### config.mk
export PLATFORM = sky130hd
export DESIGN_NAME = unidade_controle_escrita
export DESIGN_NICKNAME = d
export VERILOG_FILES = /design/src/rtl/jogo_pkg.sv /design/src/rtl/unidade_controle_escrita.sv
export SDC_FILE = /design/constraint.sdc
export NUM_CORES = 1
export LEC_CHECK = 0
export CORE_AREA = 2 2 39 41
export CTS_CLUSTER_DIAMETER = 50
export DETAILED_ROUTE_END_ITERATION = 8
export DIE_AREA = 0 0 41 43
export PLACE_DENSITY_LB_ADDON = 0.3
export SLEW_MARGIN = 20
export SYNTH_ARGS = -nofsm -noshare
export SYNTH_HDL_FRONTEND = slang
export SYNTH_SLANG_ARGS = --single-unit
### constraint.sdc
create_clock -name clock -period 2.2 [get_ports clock]
set_input_delay 0.55 -clock clock [delete_from_list [all_inputs] [get_ports clock]]
set_output_delay 0.55 -clock clock [all_outputs]
set_load 0.05 [all_outputs]
### src/rtl/jogo_pkg.sv
// Shared state codes for the memory-game write-mode controller, also used by
// the datapath debug and display decoding.
package jogo_pkg;

   localparam int ESTADO_BITS = 4;

   typedef enum logic [ESTADO_BITS-1:0] {
      INICIAL          = 4'h0,
      PREPARA          = 4'h1,
      INICIA_RODADA    = 4'h2,
      ESPERA           = 4'h3,
      REGISTRA         = 4'h4,
      COMPARA          = 4'h5,
      PROX_JOGADA      = 4'h6,
      PROX_ESCRITA     = 4'h7,
      ESPERA_ESCRITA   = 4'h8,
      REGISTRA_ESCRITA = 4'h9,
      ESCREVE          = 4'hA,
      PROX_RODADA      = 4'hB,
      FIM_ACERTO       = 4'hC,
      FIM_ERRO         = 4'hD,
      FIM_TIMEOUT      = 4'hE
   } estado_t;

endpackage

### src/rtl/unidade_controle_escrita.sv
// Write-mode Moore FSM for the memory game: replay the sequence, then append one
// new element per round. Inactivity timeout exists only when TIMEOUT_EN is defined.
//
// state            | meaning
// INICIAL          | idle, waits for iniciar
// PREPARA          | clears round/play counters, play register, timer
// INICIA_RODADA    | rewinds play address for a new round
// ESPERA           | waits for a press while replaying the sequence
// REGISTRA         | latches the pressed button
// COMPARA          | decides match / next play / write / end
// PROX_JOGADA      | advances play address
// PROX_ESCRITA     | advances play address to the slot for the new element
// ESPERA_ESCRITA   | waits for the new element press
// REGISTRA_ESCRITA | latches the new element
// ESCREVE          | writes the new element to RAM
// PROX_RODADA      | advances round counter
// FIM_ACERTO       | game won
// FIM_ERRO         | wrong play
// FIM_TIMEOUT      | player inactive too long
module unidade_controle_escrita
   import jogo_pkg::*;
#(
   parameter int ESTADO_W = 4
) (
   input  logic                clock,
   input  logic                reset,
   input  logic                iniciar,
   input  logic                jogada_feita,
   input  logic                jogada_igual,
   input  logic                fim_rodada,
   input  logic                fim_jogo,
   input  logic                inativo,
   output logic                zera_jogada,
   output logic                conta_jogada,
   output logic                zera_rodada,
   output logic                conta_rodada,
   output logic                zeraR,
   output logic                registraR,
   output logic                zeraInativo,
   output logic                contaInativo,
   output logic                ramWE,
   output logic                pronto,
   output logic                acertou,
   output logic                errou,
   output logic                timeout,
   output logic [ESTADO_W-1:0] db_estado
);

   estado_t r_estado;
   estado_t w_prox;

`ifndef TIMEOUT_EN
   logic w_inativo_unused;
   assign w_inativo_unused = inativo;
`endif

   always_ff @(posedge clock) begin
      if (reset) r_estado <= INICIAL;
      else       r_estado <= w_prox;
   end

   always_comb begin
      w_prox = INICIAL;
      case (r_estado)
         INICIAL:          w_prox = iniciar ? PREPARA : INICIAL;
         PREPARA:          w_prox = INICIA_RODADA;
         INICIA_RODADA:    w_prox = ESPERA;
`ifdef TIMEOUT_EN
         ESPERA:           w_prox = jogada_feita ? REGISTRA
                                  : (inativo ? FIM_TIMEOUT : ESPERA);
`else
         ESPERA:           w_prox = jogada_feita ? REGISTRA : ESPERA;
`endif
         REGISTRA:         w_prox = COMPARA;
         COMPARA: begin
            if (!jogada_igual)    w_prox = FIM_ERRO;
            else if (!fim_rodada) w_prox = PROX_JOGADA;
            else if (fim_jogo)    w_prox = FIM_ACERTO;
            else                  w_prox = PROX_ESCRITA;
         end
         PROX_JOGADA:      w_prox = ESPERA;
         PROX_ESCRITA:     w_prox = ESPERA_ESCRITA;
`ifdef TIMEOUT_EN
         ESPERA_ESCRITA:   w_prox = jogada_feita ? REGISTRA_ESCRITA
                                  : (inativo ? FIM_TIMEOUT : ESPERA_ESCRITA);
`else
         ESPERA_ESCRITA:   w_prox = jogada_feita ? REGISTRA_ESCRITA : ESPERA_ESCRITA;
`endif
         REGISTRA_ESCRITA: w_prox = ESCREVE;
         ESCREVE:          w_prox = PROX_RODADA;
         PROX_RODADA:      w_prox = INICIA_RODADA;
         FIM_ACERTO:       w_prox = iniciar ? PREPARA : FIM_ACERTO;
         FIM_ERRO:         w_prox = iniciar ? PREPARA : FIM_ERRO;
`ifdef TIMEOUT_EN
         FIM_TIMEOUT:      w_prox = iniciar ? PREPARA : FIM_TIMEOUT;
`endif
         default:          w_prox = INICIAL;
      endcase
   end

   // Outputs depend on r_estado only, so no input reaches an output combinationally.
   always_comb begin
      zera_jogada  = 1'b0;
      conta_jogada = 1'b0;
      zera_rodada  = 1'b0;
      conta_rodada = 1'b0;
      zeraR        = 1'b0;
      registraR    = 1'b0;
      zeraInativo  = 1'b0;
      contaInativo = 1'b0;
      ramWE        = 1'b0;
      pronto       = 1'b0;
      acertou      = 1'b0;
      errou        = 1'b0;
      timeout      = 1'b0;
      case (r_estado)
         PREPARA: begin
            zera_jogada = 1'b1;
            zera_rodada = 1'b1;
            zeraR       = 1'b1;
            zeraInativo = 1'b1;
         end
         INICIA_RODADA: begin
            zera_jogada = 1'b1;
            zeraInativo = 1'b1;
         end
`ifdef TIMEOUT_EN
         ESPERA:           contaInativo = 1'b1;
         ESPERA_ESCRITA:   contaInativo = 1'b1;
`endif
         REGISTRA: begin
            registraR   = 1'b1;
            zeraInativo = 1'b1;
         end
         PROX_JOGADA:      conta_jogada = 1'b1;
         PROX_ESCRITA: begin
            conta_jogada = 1'b1;
            zeraInativo  = 1'b1;
         end
         REGISTRA_ESCRITA: registraR    = 1'b1;
         ESCREVE:          ramWE        = 1'b1;
         PROX_RODADA:      conta_rodada = 1'b1;
         FIM_ACERTO: begin
            pronto  = 1'b1;
            acertou = 1'b1;
         end
         FIM_ERRO: begin
            pronto = 1'b1;
            errou  = 1'b1;
         end
`ifdef TIMEOUT_EN
         FIM_TIMEOUT: begin
            pronto  = 1'b1;
            timeout = 1'b1;
         end
`endif
         default: ;
      endcase
   end

   assign db_estado = ESTADO_W'(r_estado);

endmodule

==> results.toml <==
[pwr]
clockPowerShare = 0.181
powerDensity_nw_per_um2 = 671
internal_power_uw = 290
p_comb_frac = 0.630
switching_share = 0.448
p_seq_frac = 0.189
switchingPower_uw = 236
vdd_ir_drop_max_v = 0.000397
leakagePower_uw = 0.000313

[finish]
drive_gt1_frac = 0.420
synthToLayoutAreaGrowth_pct = 79.9
multi_input_area_um2 = 329
nets = 91
final_common_cell = "buf_12"
seq_area_um2 = 82.6
fillers = 133
finalNonFillerCells = 97
final_cell_mix = "11 x buf_12, 7 x a21oi_1, 6 x nand2_1, 6 x clkdlybuf4s50_1, 6 x buf_4"
diodes = 0
postLayoutCoreUtil = 0.566
largest_register_ffs = 4

[sta]
rsz0062_at_grt = "no"
hold_violations = 0
post-route-period-util = 0.939
fmax_mhz = 484
finalSetupViolations = 0
skew_ns = 0.00770
final_max_slew_viol_count = 0
setup_ws_ns = 0.133
finalCriticalPeriod_ns = 2.07
whs_ns = 0.631

[setup_path]
slowest_delay_ns = 0.45
crit_arrival_ns = 1.52
cp_cell_sequence = "or2b_1 > nor3_2 > buf_12"
critical_path.max_fanout = 7
crit_slowest_cell = "dfxtp_1"
critPathKind = "flip-flop to output port"
reg2regPathDepth = 4
critPathRequiredTime_ns = 1.65
cp-start-kind = "flip-flop"
crit-reg2reg-launch = "db_estado[1]$_SDFF_PP0_"
regToRegSetupSlack_ns = 0.68
r2r_end = "db_estado[2]$_SDFF_PP0_"
cp-end-kind = "output port"

[global_routing]
grt_pass1_vias = 408
grtUsageTotal = 0.153
grt_overflow = 0
grt_max_degree = 19
antenna_found_initial = 0
grt_pass1_wl_um = 1780

[route]
routed.top_layer = "met4"
drtIter0Drc = 7
wl_met2_um = 505
wl_met3_um = 64
dr_total_vias = 494
ant_nets = 0
firstDrtPassIters = 4
via_per_inst = 5.09
wl_um = 1090
wl_met1_um = 492
avgRoutedWirePerCell_um = 11.2
drc_errors = 0

[run]
cap_violations = 0

[place]
pre_cts_slack_ns = 0.306
place_congestion = 0.834
numPortBuffers = 21
dp_hpwl_um = 853
placedCellCount = 94

[cts]
post-cts-setup-buffers = 0
worst_skew_pair.late_latency_ns = 0.24
cts_buffer_depth = 2
cts-root-buf = "clkbuf_4"
cts.sinks = 4
cts.clk_slew.worst_paths_ns = 0.04
cts_resized = 0
cts_tree = "built"
cts.htree.levels = 1
cts_buffers = 3
postCtsHoldBufs = 0

[yosys]
synth-edff-count = 0
ys_warn_count = 0
synth-main-ff-cell = "dfxtp_1"
ys_ff_latch = 4
ys_async_sr_fraction = 0
ys_types = 29
synth_top_area_cell = "dfxtp_1"
synth_area_leaders = "dfxtp_1 18%, buf_4 10%, a21oi_1 9.2%, nand2_1 5.2%, nor2_1 5.2%"
netlist_instances = 62
ys_seq_area_frac = 0.184
syn_area_um2 = 435
avgSynthCellArea_um2 = 7.02
synth_top_area_frac = 0.184

[floorplanning]
initial_core_util = 0.315
die_area_um2 = 1760
fp.dieH_um = 43
num_rows = 14
io_pins = 25
core-area_um2 = 1380
dieWidth_um = 41

[min_path]
min_from = "db_estado[2]$_SDFF_PP0_"
worstHoldPathType = "flip-flop to flip-flop"
worstHoldEndpoint = "db_estado[2]$_SDFF_PP0_"
whs_path_depth = 2

[status]
run_status = "complete, no violations"
==> worst max-delay path by stage <==
stage               slack (ns)          end  cells past startpoint                     from
floorplan                -0.39  zera_jogada                      3  db_estado[0]$_SDFF_PP0_
global placement          0.33      acertou                      3  db_estado[2]$_SDFF_PP0_
detailed placement        0.31      acertou                      3  db_estado[2]$_SDFF_PP0_
CTS                       0.06      acertou                      3  db_estado[2]$_SDFF_PP0_
global route              0.02  zera_rodada                      3  db_estado[0]$_SDFF_PP0_
finish                    0.13  zera_rodada                      3  db_estado[0]$_SDFF_PP0_
==> through the flow <==
stage	setup TNS, ns	total power, uW	area, um^2
floorplan	-0.773	304	469
global placement	0	430	759
detailed placement	0	433	759
CTS	0	530	782
global route	0	558	783
finish	0	525	783
==> metal layers <==
metal,GRT usage,vias up
met4,0.100,0
met1,0.204,217
met3,0.0314,2
li1,-,255
met2,0.213,20
met5,0,-
==> synth_stat cells (2+ instances only) <==
library cell,number
buf_4,6
dfxtp_1,4
a21oi_1,8
buf_2,2
or2b_1,2
nor2_1,6
o21ai_0,2
or3_1,2
and3b_1,2
nand3b_1,2
nor3_1,3
nand2_1,6
==> cell type report <==
type / instances / area share
Timing Repair Buffer: 23 / 0.415
Multi-Input combinational cell: 50 / 0.420
Tap cell: 16 / 0.0256
Sequential cell: 4 / 0.105
Inverter: 1 / 0.00479
Clock buffer: 3 / 0.0288
==> logic make-up (layout without fill, tap and decap cells) <==
kind of cell | count (synthesis) | after routing | synth area share
other cells | 1 | 2 | 0.00861
simple gates | 31 | 31 | 0.417
xor+xnor | 1 | 1 | 0.0201
mux | 1 | 1 | 0.0259
compound gates | 15 | 15 | 0.210
buf+inv | 9 | 27 | 0.135
flops | 4 | 4 | 0.184
==> power by group through the flow <==
stage | clock (uW) | combinational [uW] | sequential [uW]
final | 95.0 | 331 | 99.1
after global routing | 105 | 352 | 101
after CTS | 97.7 | 334 | 98.8
after detailed placement | 0 | 333 | 100
after global placement | 0 | 330 | 100
after floorplan | 0 | 188 | 116
==> critical path, delay by kind of cell (launching register included) <==
family / cells / cell delay [ns]
simple gates: 2 / 0.63
buf+inv: 1 / 0.19
flops: 1 / 0.45
Power figures use the tool's default switching activity.
